[src/rtl/vga_pixel_pipe.sv]
// vga_pixel_pipe
//   Registered pixel output stage between the frame source and the VGA sync
//   module. Incoming frame-store pixels are buffered in a small FIFO and one
//   is popped per active in-window pixel. The stage clips to a picture window,
//   substitutes border, underflow and test-pattern colours, and presents RGB,
//   is_pic and Frame_Start two cycles after the sync module's address/ready.
//
//   Optional feature macro: VGA_PIPE_TPG_EN
//     defined   -> modes 1..3 (bars, solid, grid) and Solid_Color are built
//     undefined -> pattern logic is not built, the block always streams
//
// Ports
//   CLK, RST            pixel clock, asynchronous active-high reset
//   Ready_Sig           active video from the sync module
//   Column_Addr_Sig     current column
//   Row_Addr_Sig        current row
//   Pix_Valid/Pix_Data  input pixel stream, {R,G,B} MSB first
//   Pix_Ready           FIFO can accept a pixel
//   Mode                0 stream, 1 bars, 2 solid, 3 grid (latched at frame start)
//   Solid_Color         colour for mode 2
//   Clear_Err           clears Underflow_Sticky (a new underflow wins)
//   Red/Green/Blue_Sig  colour outputs
//   is_pic              output pixel lies inside the window
//   Frame_Start         one-cycle pulse aligned with the first output pixel
//   Underflow_Sticky    latched underflow flag
//   Fifo_Level          FIFO occupancy, 0..2^FIFO_AW
//
// Handshake: a pixel transfers on every rising CLK edge where Pix_Valid and
// Pix_Ready are both high. Pix_Ready depends only on FIFO fullness (and is
// low during reset), never on Pix_Valid.
module vga_pixel_pipe #(
  parameter int R_W     = 5,
  parameter int G_W     = 6,
  parameter int B_W     = 5,
  parameter int ADDR_W  = 11,
  parameter int WIN_W   = 1024,
  parameter int WIN_H   = 720,
  parameter int FIFO_AW = 4,
  parameter logic [R_W+G_W+B_W-1:0] BORDER_COLOR = '0,
  parameter logic [R_W+G_W+B_W-1:0] UF_COLOR = {{R_W{1'b1}}, {G_W{1'b0}}, {B_W{1'b1}}},
  parameter int BAR_SHIFT = 7
) (
  input  logic                       CLK,
  input  logic                       RST,
  input  logic                       Ready_Sig,
  input  logic [ADDR_W-1:0]          Column_Addr_Sig,
  input  logic [ADDR_W-1:0]          Row_Addr_Sig,
  input  logic                       Pix_Valid,
  input  logic [R_W+G_W+B_W-1:0]     Pix_Data,
  output logic                       Pix_Ready,
  input  logic [1:0]                 Mode,
  input  logic [R_W+G_W+B_W-1:0]     Solid_Color,
  input  logic                       Clear_Err,
  output logic [R_W-1:0]             Red_Sig,
  output logic [G_W-1:0]             Green_Sig,
  output logic [B_W-1:0]             Blue_Sig,
  output logic                       is_pic,
  output logic                       Frame_Start,
  output logic                       Underflow_Sticky,
  output logic [FIFO_AW:0]           Fifo_Level
);

  localparam int PIX_W = R_W + G_W + B_W;
  localparam int DEPTH = 1 << FIFO_AW;
  localparam logic [FIFO_AW:0]   DEPTH_C = DEPTH[FIFO_AW:0];
  localparam logic [FIFO_AW:0]   LVL_ONE = {{FIFO_AW{1'b0}}, 1'b1};
  localparam logic [FIFO_AW-1:0] PTR_ONE = {{(FIFO_AW-1){1'b0}}, 1'b1};
  localparam logic [ADDR_W:0]    WIN_W_C = WIN_W[ADDR_W:0];
  localparam logic [ADDR_W:0]    WIN_H_C = WIN_H[ADDR_W:0];

  // Stage 0: combinational decode of the sync module's outputs
  logic act, inwin, sof;
  assign act   = Ready_Sig;
  assign inwin = act && ({1'b0, Column_Addr_Sig} < WIN_W_C)
                     && ({1'b0, Row_Addr_Sig} < WIN_H_C);
  assign sof   = act && (Column_Addr_Sig == '0) && (Row_Addr_Sig == '0);

  // stream_now: this pixel belongs to a streaming frame and must pop.
  logic stream_now;

`ifdef VGA_PIPE_TPG_EN
  logic [1:0] mode_q, mode_cur;
  always_ff @(posedge CLK or posedge RST) begin
    if (RST)      mode_q <= 2'd0;
    else if (sof) mode_q <= Mode;
  end
  // The first pixel of a frame already belongs to the new frame, so it uses
  // the value being latched rather than the previous frame's mode.
  assign mode_cur   = sof ? Mode : mode_q;
  assign stream_now = (mode_cur == 2'd0);
`else
  logic unused_tpg_inputs;
  assign unused_tpg_inputs = ^{Mode, Solid_Color};
  assign stream_now = 1'b1;
`endif

  // FIFO
  logic [PIX_W-1:0]   mem [DEPTH];
  logic [FIFO_AW-1:0] wr_ptr, rd_ptr;
  logic [FIFO_AW:0]   level;
  logic empty, full, push, pop, pop_ok, uf;

  assign empty     = (level == '0);
  assign full      = (level == DEPTH_C);
  assign Pix_Ready = !full && !RST;
  assign push      = Pix_Valid && Pix_Ready;
  assign pop       = inwin && stream_now;
  // An empty FIFO underflows even when a push lands in the same cycle:
  // there is no fall-through path from Pix_Data to the output.
  assign uf        = pop && empty;
  assign pop_ok    = pop && !empty;

  always_ff @(posedge CLK) begin
    if (push) mem[wr_ptr] <= Pix_Data;
  end

  always_ff @(posedge CLK or posedge RST) begin
    if (RST) begin
      wr_ptr <= '0;
      rd_ptr <= '0;
      level  <= '0;
    end else begin
      if (push)   wr_ptr <= wr_ptr + PTR_ONE;
      if (pop_ok) rd_ptr <= rd_ptr + PTR_ONE;
      if (push && !pop_ok)      level <= level + LVL_ONE;
      else if (!push && pop_ok) level <= level - LVL_ONE;
    end
  end

  assign Fifo_Level = level;

  // Stage 1: registered FIFO read plus the decoded flags
  logic [PIX_W-1:0] s1_data;
  logic s1_act, s1_inwin, s1_sof, s1_uf;
`ifdef VGA_PIPE_TPG_EN
  logic [ADDR_W-1:0] s1_col;
  logic [3:0]        s1_row_lo;
  logic [1:0]        s1_mode;
  logic [PIX_W-1:0]  s1_solid;
`endif

  always_ff @(posedge CLK or posedge RST) begin
    if (RST) begin
      s1_data  <= '0;
      s1_act   <= 1'b0;
      s1_inwin <= 1'b0;
      s1_sof   <= 1'b0;
      s1_uf    <= 1'b0;
`ifdef VGA_PIPE_TPG_EN
      s1_col    <= '0;
      s1_row_lo <= '0;
      s1_mode   <= 2'd0;
      s1_solid  <= '0;
`endif
    end else begin
      if (pop_ok) s1_data <= mem[rd_ptr];
      s1_act   <= act;
      s1_inwin <= inwin;
      s1_sof   <= sof;
      s1_uf    <= uf;
`ifdef VGA_PIPE_TPG_EN
      s1_col    <= Column_Addr_Sig;
      s1_row_lo <= Row_Addr_Sig[3:0];
      s1_mode   <= mode_cur;
      s1_solid  <= Solid_Color;
`endif
    end
  end

  // Sticky error: a new underflow wins over a simultaneous clear.
  always_ff @(posedge CLK or posedge RST) begin
    if (RST)            Underflow_Sticky <= 1'b0;
    else if (uf)        Underflow_Sticky <= 1'b1;
    else if (Clear_Err) Underflow_Sticky <= 1'b0;
  end

  // Stage 2: colour select, highest priority first
  logic [PIX_W-1:0] color;
`ifdef VGA_PIPE_TPG_EN
  logic [2:0] bar_k;
  logic       unused_col_bits;
  assign bar_k           = s1_col[BAR_SHIFT+2:BAR_SHIFT];
  assign unused_col_bits = ^s1_col;
`endif

  always_comb begin
    color = '0;
    if (!s1_act)        color = '0;
    else if (!s1_inwin) color = BORDER_COLOR;
    else if (s1_uf)     color = UF_COLOR;
    else begin
`ifdef VGA_PIPE_TPG_EN
      case (s1_mode)
        2'd0:    color = s1_data;
        // Bar order white, yellow, cyan, green, magenta, red, blue, black.
        2'd1:    color = {{R_W{~bar_k[1]}}, {G_W{~bar_k[2]}}, {B_W{~bar_k[0]}}};
        2'd2:    color = s1_solid;
        default: color = ((s1_col[3:0] == 4'd0) || (s1_row_lo == 4'd0)) ? '1 : '0;
      endcase
`else
      color = s1_data;
`endif
    end
  end

  logic [PIX_W-1:0] rgb_q;
  always_ff @(posedge CLK or posedge RST) begin
    if (RST) begin
      rgb_q       <= '0;
      is_pic      <= 1'b0;
      Frame_Start <= 1'b0;
    end else begin
      rgb_q       <= color;
      is_pic      <= s1_inwin;
      Frame_Start <= s1_sof;
    end
  end

  assign Red_Sig   = rgb_q[PIX_W-1 -: R_W];
  assign Green_Sig = rgb_q[B_W +: G_W];
  assign Blue_Sig  = rgb_q[B_W-1:0];

endmodule

[config.mk]
export PLATFORM = sky130hd
export DESIGN_NAME = vga_pixel_pipe
export DESIGN_NICKNAME = d
export VERILOG_FILES = /design/src/rtl/vga_pixel_pipe.sv
export SDC_FILE = /design/constraint.sdc
export NUM_CORES = 1
export LEC_CHECK = 0
export BUFFER_PORTS_ARGS = -buffer_cell sky130_fd_sc_hd__buf_4
export CORE_MARGIN = 1
export CORE_UTILIZATION = 45
export CTS_CLUSTER_DIAMETER = 100
export DETAILED_ROUTE_END_ITERATION = 16
export GPL_ROUTABILITY_DRIVEN = 0
export SETUP_SLACK_MARGIN = 0.02
export SLEW_MARGIN = 30
export SYNTH_ARGS = -nofsm -noshare
export SYNTH_HDL_FRONTEND = slang
export SYNTH_SLANG_ARGS = --single-unit
export TNS_END_PERCENT = 10
[constraint.sdc]
create_clock -name CLK -period 6 [get_ports CLK]
set_input_delay 1.2 -clock CLK [delete_from_list [all_inputs] [get_ports CLK]]
set_output_delay 1.2 -clock CLK [all_outputs]
set_load 0.02 [all_outputs]
==> impl_results.md <==
- Nets: roughly 750
- First-pass iteration count of the detailed router: 4
- Post-Syn Instances: 580
- Fmax: between 0.2 and 0.3 GHz
- Sinks on the clock net: about 300
- Starting Density: 0.460
- Minimum clock period: ~3.5 ns
- WL final: ~23000 µm
- CTS Buffer Depth: 3
- Layout cell share with drive strength beyond 1: 0.321
- P_leak: ~4.9 nW
- Initial antenna violation count: 0
- Placeable Area: ~0.026 mm²
- H-tree levels: 2
- Synth area leaders: edfxtp_1 64%, mux4_2 12%, dfrtp_1 11%
- Largest net degree at the start of global routing: 53
- CTS-repair resized insts: 0
- Fin crit share: 0.584
- Initial detailed-routing violation count: between 600 and 700
- Slew HR: 0.363
- Reg2reg path depth: 5
- Share of the synthesized area in the top cell type: 0.642
- Required @ worst endpoint: 6.42 ns
- Register area share after synthesis: 0.750
- DR WL/cell: about 22 µm
- Top_reg_cell synth: edfxtp_1
- Vias in the first global route: 5874
- HPWL after detailed placement: 13900 µm
- RR Startpoint: Fifo_Level[0]
- Synth async-reset ratio: 0.169
- Post-synth cell types: 37
- WS Path Type: in -> reg
- Vias: 5634
- All-Layer GR Usage: 0.178
- Fillers: 2016
- Vias/cell: around 5.4
- Setup TNS Final: 0 ns
- Area Growth Syn to Fin: 16.3%
- Synthesized area: 0.0120 mm²
- Port buffer count: 67
- Gr ovfl total: 0
- Largest area contributor in the netlist: edfxtp_1
- Die area: ~0.027 mm²
- Startpoint types: input port
- Unrepaired setup endpoints after global routing: no
- First-pass GRT wire length: approximately 35000 µm
- Top-count cell post-synth: edfxtp_1
- FF+latch count, synth: around 310
- Crit. End Element: flip-flop
- Row cnt: 59
- Final Hold Slack: ~0.35 ns
- Cts hold-fix bufs: 0
- Die Y-Extent: 165 µm
- Synth top cells by count: 256 x edfxtp_1, 62 x mux4_2, 52 x dfrtp_1, 49 x mux2i_1, 37 x nor2_1
- Hold Crit Endpoint: Frame_Start
- Setup Buffers After CTS: 0
- Final Hold Vio Count: 0
- Max Slew Vio Count: 0
- Antenna Nets Post-Route: 0
- Setup violations, final: 0
- DR DRC count: 0
- CTS tree: done
- Crit path arrival time: 3.93 ns
- CTS root buf: clkbuf_16
- Worst hold path class: reg -> reg
- Hold Crit Depth: 0
- Final Non-Filler Cells: around 1000
- Worst reg-to-reg setup slack: a little under 3 ns
- Worst-path clk slew: around 0.06 ns
- Worst-Skew Late Latency: ~0.5 ns
- CP Max Fanout: 19
- Mapped Nets: 651
- EDFF count, synth: between 200 and 300
- Tightest Pin Transition: between 0.9 and 1 ns
- Syn_area_per_cell: just over 20 µm²
- Setup Skew: about 0.018 ns
- Power per cell area: 429 mW/mm²
- Outcome: complete, no violations
- Peak supply drop: between 0.2 and 0.3 mV
- Min-delay src: s1_sof
- Yosys warnings: 0
- ANT cells: 0
- # placed instances: 976
- Top Ports: 86
- Maxcap violations: 0
- Die Wd: roughly 170 µm
- Reg2reg end: mem[13][7]
- Cts bufs inserted: 34
## kinds of logic (layout without fill, tap and decap cells)
family | after synthesis | in the layout | share of synthesized area
multiplexers | 131 | 131 | 0.179
AO/OA/AOI/OAI | 11 | 11 | 0.00606
XOR/XNOR | 10 | 10 | 0.00731
adder cells (fa/ha/maj) | 10 | 10 | 0.0111
buffers and inverters | 34 | 155 | 0.0160
flip-flops | 308 | 308 | 0.750
AND/OR/NAND/NOR | 76 | 76 | 0.0300
## state kept, by name, summed over array words and instances, names as in the netlist
name,count
mem,256
rgb_q,16
s1_data,16
Fifo_Level,5
rd_ptr,4
wr_ptr,4
Frame_Start,1
Underflow_Sticky,1
is_pic,1
s1_act,1
s1_inwin,1
s1_sof,1
s1_uf,1
## cell usage in the layout, fill, tap and decap left out, types with 2 or more instances in the layout
cell,synthesis,routed
ha_1,9,9
nand2_1,11,11
clkbuf_16,0,34
buf_4,1,87
inv_6,0,2
mux2_4,2,2
edfxtp_1,256,256
o21ai_0,3,3
clkinv_2,0,7
dfrtp_1,52,49
and2_1,6,6
a21oi_1,3,3
xor2_1,3,3
a21o_1,2,2
clkinv_1,0,5
xnor2_1,7,7
nor3_2,0,4
inv_1,8,7
nand3_1,3,3
mux4_2,62,62
nand2b_1,3,3
mux2i_1,49,49
nor2_1,37,37
mux4_1,2,2
dfrtp_2,0,2
nand4_1,2,2
nor4_1,5,5
clkbuf_1,5,8
mux2_2,16,16
## worst max path at each step
stage | end | from | slack [ns] | cells past startpoint
5_1_grt | Fifo_Level[4] | Column_Addr_Sig[10] | 2.29 | 12
3_3_place_gp | Fifo_Level[4] | Column_Addr_Sig[10] | 2.05 | 12
2_1_floorplan | Fifo_Level[4] | Column_Addr_Sig[10] | 2.53 | 12
3_5_place_dp | Fifo_Level[4] | Column_Addr_Sig[10] | 1.95 | 12
6_report | Fifo_Level[4] | Column_Addr_Sig[10] | 2.49 | 12
4_1_cts | Fifo_Level[4] | Column_Addr_Sig[10] | 2.48 | 12
## cell type report
type / instances / area (µm²) / share of cell area
clock inverters: 18 / 136 / 0.00978
multi-input cells: 238 / 2820 / 0.202
repair buffers: 87 / 653 / 0.0469
well taps: 335 / 419 / 0.0301
flip-flops and latches: 308 / 8990 / 0.645
clock buffers: 42 / 881 / 0.0632
inverters: 8 / 32.5 / 0.00233
## power by group
| part | switching (mW) | internal [mW] | total (mW) |
|---|---|---|---|
| clock | 0.806 | 1.10 | 1.90 |
| combinational | 0.631 | 0.701 | 1.33 |
| sequential | 0.241 | 2.51 | 2.75 |
| total | 1.68 | 4.31 | 5.99 |
## layer usage
metal	track usage	part of all wire	vias to the layer above
li1	-	-	2506
met1	0.252	0.45	2936
met2	0.282	0.48	148
met3	0.0305	0.049	44
met4	0.0580	0.021	0
met5	0	0	-
## through the flow
step / setup slack [ns] / util / instance area (µm²) / power [mW]
finish: 2.49 / 0.535 / 13900 / 5.99
global route: 2.29 / 0.535 / 13900 / 6.25
CTS: 2.48 / 0.535 / 13900 / 6.05
detailed placement: 1.95 / 0.496 / 12900 / 4.16
global placement: 2.05 / 0.496 / 12900 / 4.12
floorplan: 2.53 / - / 12000 / 3.76
## worst max-delay path, stage by stage
cell and delay [ns]:
buf_4 0.11, nor3b_1 0.26, nand3_1 0.27, nor2_4 0.56, inv_1 0.09, ha_1 0.21, inv_1 0.16, ha_1 0.30
a21o_1 0.17, a21oi_1 0.18, mux2i_1 0.26, xnor2_1 0.14
Power figures use the tool's default switching activity.
